--- config.mk ---
export PLATFORM = sky130hd
export DESIGN_NAME = fetch_queue
export DESIGN_NICKNAME = d
export VERILOG_FILES = /design/src/rtl/fetch_queue.sv
export SDC_FILE = /design/constraint.sdc
export NUM_CORES = 1
export LEC_CHECK = 0
export CAP_MARGIN = 20
export CORE_AREA = 4 4 268 270
export CTS_CLUSTER_SIZE = 12
export DETAILED_ROUTE_END_ITERATION = 8
export DIE_AREA = 0 0 272 274
export PLACE_DENSITY = 0.76
export SLEW_MARGIN = 20
export SYNTH_ARGS = -nofsm -noshare
export SYNTH_HDL_FRONTEND = slang
export SYNTH_SLANG_ARGS = --single-unit
--- constraint.sdc ---
create_clock -name clk -period 6.65 [get_ports clk]
set_clock_uncertainty 0.2 [all_clocks]
set_input_delay 0.9975 -clock clk [delete_from_list [all_inputs] [get_ports clk]]
set_output_delay 0.9975 -clock clk [all_outputs]
set_load 0.1 [all_outputs]
--- src/rtl/fetch_queue.sv ---
// fetch_queue: instruction fetch buffer that feeds a dual-issue decode stage.
//
// Accepts 64-bit fetch packets (two 32-bit instructions plus a per-half valid
// mask). Each valid half is stored in a circular buffer of DEPTH entries of
// {instr, pc}. The two oldest entries are presented to decode each cycle.
// Slots that hold no instruction drive instr=0 and pc=0, which decode treats
// as a flush bubble.
//
// Ports:
//   clk, rst_n            clock, asynchronous active-low reset
//   flush_i               redirect: empties the queue, drops same-cycle traffic
//   fetch_valid_i/_ready_o/_pc_i/_instr_i/_mask_i   fetch packet handshake
//   dec_instr0/1_o, dec_pc0/1_o, dec_valid0/1_o     decode slots (0 = oldest)
//   dec_take_i            number of slots decode consumes this cycle (0..2)
//   count_o               current occupancy
//
// Optional feature (macro FETCHQ_BYPASS_EN): when the queue is empty, an
// accepted packet is forwarded to the decode slots in the same cycle; only the
// entries decode does not take that cycle are written into storage.
module fetch_queue #(
  parameter int unsigned DEPTH = 8,
  parameter int unsigned PC_W  = 32
) (
  input  logic                   clk,
  input  logic                   rst_n,
  input  logic                   flush_i,
  input  logic                   fetch_valid_i,
  output logic                   fetch_ready_o,
  input  logic [PC_W-1:0]        fetch_pc_i,
  input  logic [63:0]            fetch_instr_i,
  input  logic [1:0]             fetch_mask_i,
  output logic [31:0]            dec_instr0_o,
  output logic [PC_W-1:0]        dec_pc0_o,
  output logic                   dec_valid0_o,
  output logic [31:0]            dec_instr1_o,
  output logic [PC_W-1:0]        dec_pc1_o,
  output logic                   dec_valid1_o,
  input  logic [1:0]             dec_take_i,
  output logic [$clog2(DEPTH):0] count_o
);

  localparam int unsigned AW = $clog2(DEPTH);
  localparam int unsigned CW = AW + 1;

  logic [31:0]     r_instr [DEPTH];
  logic [PC_W-1:0] r_pc    [DEPTH];
  logic [AW-1:0]   r_head;
  logic [AW-1:0]   r_tail;
  logic [CW-1:0]   r_count;

  logic            w_enq;
  logic [1:0]      w_push_n;
  logic [31:0]     w_push_instr [2];
  logic [PC_W-1:0] w_push_pc    [2];
  logic            w_bypass;
  logic [CW-1:0]   w_avail;
  logic [1:0]      w_take;
  logic [1:0]      w_pop;
  logic [1:0]      w_skip;
  logic [1:0]      w_wr_n;
  logic [AW-1:0]   w_head1;

  // Ready depends on registered occupancy only, so a full packet always fits.
  assign fetch_ready_o = (r_count <= CW'(DEPTH - 2));
  assign w_enq         = fetch_valid_i && fetch_ready_o && !flush_i;
  assign count_o       = r_count;
  assign w_head1       = r_head + AW'(1);

  // Compact the valid halves into program order: entry 0 is the oldest.
  always_comb begin
    w_push_n        = {1'b0, fetch_mask_i[0]} + {1'b0, fetch_mask_i[1]};
    w_push_instr[0] = fetch_mask_i[0] ? fetch_instr_i[31:0] : fetch_instr_i[63:32];
    w_push_pc[0]    = fetch_mask_i[0] ? fetch_pc_i : fetch_pc_i + PC_W'(4);
    w_push_instr[1] = fetch_instr_i[63:32];
    w_push_pc[1]    = fetch_pc_i + PC_W'(4);
  end

`ifdef FETCHQ_BYPASS_EN
  assign w_bypass = w_enq && (r_count == '0) && (w_push_n != 2'd0);
`else
  assign w_bypass = 1'b0;
`endif

  // Entries visible to decode this cycle: bypassed packet or stored entries.
  assign w_avail = w_bypass ? CW'(w_push_n) : r_count;

  always_comb begin
    w_take = (dec_take_i == 2'd3) ? 2'd2 : dec_take_i;
    if (CW'(w_take) > w_avail) begin
      w_pop = w_avail[1:0];
    end else begin
      w_pop = w_take;
    end
    // Bypassed entries taken by decode this cycle are never written.
    w_skip = w_bypass ? w_pop : 2'd0;
    w_wr_n = w_enq ? (w_push_n - w_skip) : 2'd0;
  end

  always_comb begin
    dec_valid0_o = 1'b0;
    dec_instr0_o = '0;
    dec_pc0_o    = '0;
    dec_valid1_o = 1'b0;
    dec_instr1_o = '0;
    dec_pc1_o    = '0;
    if (w_bypass) begin
      dec_valid0_o = 1'b1;
      dec_instr0_o = w_push_instr[0];
      dec_pc0_o    = w_push_pc[0];
      if (w_push_n == 2'd2) begin
        dec_valid1_o = 1'b1;
        dec_instr1_o = w_push_instr[1];
        dec_pc1_o    = w_push_pc[1];
      end
    end else begin
      if (r_count != '0) begin
        dec_valid0_o = 1'b1;
        dec_instr0_o = r_instr[r_head];
        dec_pc0_o    = r_pc[r_head];
      end
      if (r_count >= CW'(2)) begin
        dec_valid1_o = 1'b1;
        dec_instr1_o = r_instr[w_head1];
        dec_pc1_o    = r_pc[w_head1];
      end
    end
  end

  always_ff @(posedge clk or negedge rst_n) begin
    if (!rst_n) begin
      r_head  <= '0;
      r_tail  <= '0;
      r_count <= '0;
    end else if (flush_i) begin
      r_head  <= '0;
      r_tail  <= '0;
      r_count <= '0;
    end else begin
      // Bypassed pops come straight from the packet, not from storage.
      r_head  <= r_head + (w_bypass ? AW'(0) : AW'(w_pop));
      r_tail  <= r_tail + AW'(w_wr_n);
      r_count <= r_count + (w_enq ? CW'(w_push_n) : CW'(0)) - CW'(w_pop);
    end
  end

  // Storage needs no reset; occupancy alone decides what is valid.
  always_ff @(posedge clk) begin
    if (w_wr_n != 2'd0) begin
      r_instr[r_tail] <= w_push_instr[w_skip[0]];
      r_pc[r_tail]    <= w_push_pc[w_skip[0]];
    end
    if (w_wr_n == 2'd2) begin
      r_instr[r_tail + AW'(1)] <= w_push_instr[1];
      r_pc[r_tail + AW'(1)]    <= w_push_pc[1];
    end
  end

  // Decode must never take more than is visible, and never 3.
  a_take_legal: assert property (@(posedge clk) disable iff (!rst_n)
    !flush_i |-> ((dec_take_i != 2'd3) && (CW'(dec_take_i) <= w_avail)));

endmodule
==> impl_metrics.env <==
export IMPL_die_width_um=272
export IMPL_cts_repair_timing_setup_buffer_count=0
export IMPL_detail_route_wirelength_mm=92.7
export IMPL_drcViolationCount=0
export IMPL_r2r_worst_path_cells=7
export IMPL_worst_slew_pin_slew_ns=1.20
export IMPL_power_switching_share_pct=52.5
export IMPL_ioPinCount=239
export IMPL_grt_first_pass_wirelength_mm=137
export IMPL_setup_violations_final=0
export IMPL_clock_root_buffer="sky130_fd_sc_hd__clkbuf_16"
export IMPL_result_of_the_run="finished, final reports clean"
export IMPL_floorplan_rows=97
export IMPL_design_die_area_um2=74500
export IMPL_synth_yosys_seq_area_share_pct=50.6
export IMPL_fin_setup_tns_ns=0
export IMPL_antenna_violations_before_repair=14
export IMPL_most_frequent_standard_cell_in_the_layout_excluding_fill_and_tap_cells="sky130_fd_sc_hd__edfxtp_1"
export IMPL_dr_total_vias=22242
export IMPL_p_sw_w=0.00918
export IMPL_tritoncts_num_sinks=522
export IMPL_post_synth_inst_count=2535
export IMPL_cts_max_path_buffers=3
export IMPL_multi_input_comb_area_um2=14500
export IMPL_post_synthesis_mean_instance_area_um2=12.2
export IMPL_die_y_um=274
export IMPL_crit_type="register to output port"
export IMPL_preCtsSetupSlack_ns=1.40
export IMPL_worst_skew_pair_late_latency_ns=0.59
export IMPL_yosys_cell_types_count=42
export IMPL_worst_ep_arrival_ns=4.32
export IMPL_vdd_ir_drop_worst_mv=0.486
export IMPL_share_seq_of_total_power_pct=21.9
export IMPL_hold_viol=0
export IMPL_drt_iter0_markers=2722
export IMPL_rsz0062_at_grt="no"
export IMPL_finalWorstPathRequiredPeriod_ns=5.51
export IMPL_drv_max_cap_violation_count=0
export IMPL_yosys_register_bits=522
export IMPL_r2r_start="count_o[3]"
export IMPL_slew_limit_headroom_pct=19.6
export IMPL_n_fill_cell=5667
export IMPL_clkPwrFrac_pct=15.7
export IMPL_ff2ff_setup_slack_ns=2.68
export IMPL_seq_area_um2=15600
export IMPL_globalRoute_totalOverflow=0
export IMPL_tritoncts_num_buffers=52
export IMPL_ctsHoldBuffers=0
export IMPL_post_dp_hpwl_mm=54.2
export IMPL_maximum_level_of_the_cts_h_tree=2
export IMPL_placeableCoreArea_um2=69500
export IMPL_syn_area_um2=30900
export IMPL_track_usage_pct=24.2
export IMPL_final_cell_mix="sky130_fd_sc_hd__edfxtp_1 (512), sky130_fd_sc_hd__a21oi_1 (369), sky130_fd_sc_hd__nor2_1 (338)"
export IMPL_mappedNetlistNets=2658
export IMPL_required_ns=5.45
export IMPL_finalNetCount=2738
export IMPL_area_growth_synth_to_final_pct=15.7
export IMPL_internal_power_w=0.00832
export IMPL_cts_resized_gates=0
export IMPL_timing_rr_end="r_pc[0][9]"
export IMPL_timing_final_max_slew_violations=0
export IMPL_fin_util_pct=51.4
export IMPL_routabilityCongestion=0.826
export IMPL_firstDrtPassIters=8
export IMPL_clock_tree_from_tritoncts="built"
export IMPL_critPathCaptureType="output port"
export IMPL_grt_max_degree=137
export IMPL_final_period_utilization_pct=82.9
export IMPL_combinationalPowerShare_pct=62.3
export IMPL_detail_route_vias_per_cell=6.19
export IMPL_yosysWarnings=0
export IMPL_final_setup_worst_slack_ns=1.14
export IMPL_vias_in_the_first_global_route=22653
export IMPL_power_per_cell_area_nw_per_um2=490
export IMPL_starting_density_of_the_core_pct=44.4
export IMPL_avgRoutedWirePerCell_um=25.8
export IMPL_post_route_cells_drive_above_1_share_pct=15.7
export IMPL_worstSetupStartpointType="register"
export IMPL_worstHoldPathType="input port to asynchronous set/reset pin"
export IMPL_final_antenna_net_count=0
export IMPL_clk_pin_slew_ns=0.06
export IMPL_io_buffer_count=238
export IMPL_power_leakage_nw=11.5
export IMPL_critPathMaxFanout=29
export IMPL_max_freq_mhz=181
synthesized netlist by cell type:
master                      number  area [um2]
sky130_fd_sc_hd__nor2_1        338        1270
sky130_fd_sc_hd__nor3_1          2        10.0
sky130_fd_sc_hd__edfxtp_1      512       15400
sky130_fd_sc_hd__clkbuf_2        1        5.00
sky130_fd_sc_hd__buf_1          60         225
sky130_fd_sc_hd__o21ai_0         8        40.0
sky130_fd_sc_hd__buf_2          70         350
sky130_fd_sc_hd__a21bo_2         1        10.0
sky130_fd_sc_hd__and2_0          1        6.26
sky130_fd_sc_hd__o2111ai_1       2        17.5
sky130_fd_sc_hd__a21o_1          1        7.51
sky130_fd_sc_hd__and4b_1         1        10.0
sky130_fd_sc_hd__nand4b_1        1        8.76
sky130_fd_sc_hd__buf_4           6        45.0
sky130_fd_sc_hd__and4bb_2        1        12.5
sky130_fd_sc_hd__xnor2_1       182        1590
sky130_fd_sc_hd__o31ai_1         2        15.0
sky130_fd_sc_hd__nand2b_1        5        31.3
sky130_fd_sc_hd__ha_1           15         188
sky130_fd_sc_hd__or3_1           3        18.8
sky130_fd_sc_hd__and4_1          5        43.8
sky130_fd_sc_hd__clkbuf_1      118         443
sky130_fd_sc_hd__nor2b_1         8        50.1
sky130_fd_sc_hd__nor3_2          7        70.1
sky130_fd_sc_hd__nand3_2         1        10.0
sky130_fd_sc_hd__o21ai_1         8        40.0
sky130_fd_sc_hd__a21oi_1       369        1850
sky130_fd_sc_hd__nand3_1        14        70.1
sky130_fd_sc_hd__dfrtp_1        10         250
sky130_fd_sc_hd__inv_1          15        56.3
sky130_fd_sc_hd__nand2_1       320        1200
sky130_fd_sc_hd__nor4_4          1        21.3
sky130_fd_sc_hd__and3_1         15        93.8
sky130_fd_sc_hd__mux4_2        256        5770
sky130_fd_sc_hd__nand4_4         1        21.3
sky130_fd_sc_hd__and2_1          3        18.8
sky130_fd_sc_hd__fa_1            4        80.1
sky130_fd_sc_hd__mux2i_1        98         981
sky130_fd_sc_hd__nand4_1         3        18.8
sky130_fd_sc_hd__o211ai_1        1        7.51
sky130_fd_sc_hd__xor2_1         58         508
sky130_fd_sc_hd__a21oi_2         8        70.1
final cells by class:
type                            count  area share [%]
Tap cell                          940            3.29
Multi-Input combinational cell   1743            40.4
Clock inverter                     11           0.326
Sequential cell                   522            43.7
Antenna cell                       12          0.0840
Clock buffer                       69            3.94
Timing Repair Buffer              281            8.01
Inverter                           15           0.158
power by group through the flow:
stage | Sequential, W | Combinational [W] | Clock, W
4_1_cts | 0.00384 | 0.0109 | 0.00277
5_1_grt | 0.00385 | 0.0113 | 0.00290
2_1_floorplan | 0.00389 | 0.00822 | 0
6_report | 0.00384 | 0.0109 | 0.00276
3_3_place_gp | 0.00390 | 0.0108 | 0
3_5_place_dp | 0.00391 | 0.0109 | 0
worst max path at each step:
stage                    end  startpoint  cells after the start  slack (ns)
2_1_floorplan  r_instr[5][0]  count_o[3]                      6       -1.76
3_3_place_gp    dec_pc1_o[2]   r_head[0]                      6        1.38
3_5_place_dp    dec_pc1_o[2]   r_head[0]                      6        1.40
4_1_cts         dec_pc1_o[2]   r_head[0]                      6        0.76
5_1_grt        dec_pc1_o[26]   r_head[0]                      5        0.93
6_report        dec_pc1_o[1]   r_head[0]                      7        1.14
layer usage:
| metal | vias up | share of wire [%] | global-route usage [%] |
|---|---|---|---|
| li1 | 9465 | - | - |
| met4 | 4 | 3.8 | 10.5 |
| met1 | 11201 | 37 | 30.3 |
| met3 | 207 | 10 | 5.29 |
| met2 | 1365 | 49 | 40.7 |
| met5 | - | 0.029 | 0 |
worst max-delay path: stages (launching register included):
cell and delay, ns:
sky130_fd_sc_hd__dfrtp_4 0.66, sky130_fd_sc_hd__ha_4 0.71, sky130_fd_sc_hd__buf_16 0.31, sky130_fd_sc_hd__buf_4 0.27
sky130_fd_sc_hd__mux4_2 0.20, sky130_fd_sc_hd__nand2_1 0.05, sky130_fd_sc_hd__a21oi_1 0.30, sky130_fd_sc_hd__clkdlybuf4s50_1 1.21
sequential cells by signal, summed over array words and instances (netlist names):
name,cells
r_instr,256
r_pc,256
count_o,4
r_head,3
r_tail,3
cells by family (layout without fill, tap and decap cells):
group / after synthesis / in the layout / share of synthesized area (%)
xor gates and xnor gates: 240 / 240 / 6.80
other: 0 / 12 / 0
buffers and inverters: 270 / 376 / 3.64
and+or+nand+nor: 730 / 730 / 9.66
muxes: 354 / 354 / 21.8
adders and majority gates: 19 / 19 / 0.866
DFF: 522 / 522 / 50.6
AOI/OAI and AO/OA: 400 / 400 / 6.65
per-stage QoR:
stage               hold WS (ns)  power, W  instances  cell area [um2]
finish                     0.537    0.0175       3593            35700
global route               0.564    0.0180       3591            35700
CTS                        0.532    0.0175       3579            35700
detailed placement         0.543    0.0148       3499            34100
global placement           0.540    0.0147       3499            34100
floorplan                  0.412    0.0121       2535            30900
No activity file was read; power rests on OpenSTA's default activity.
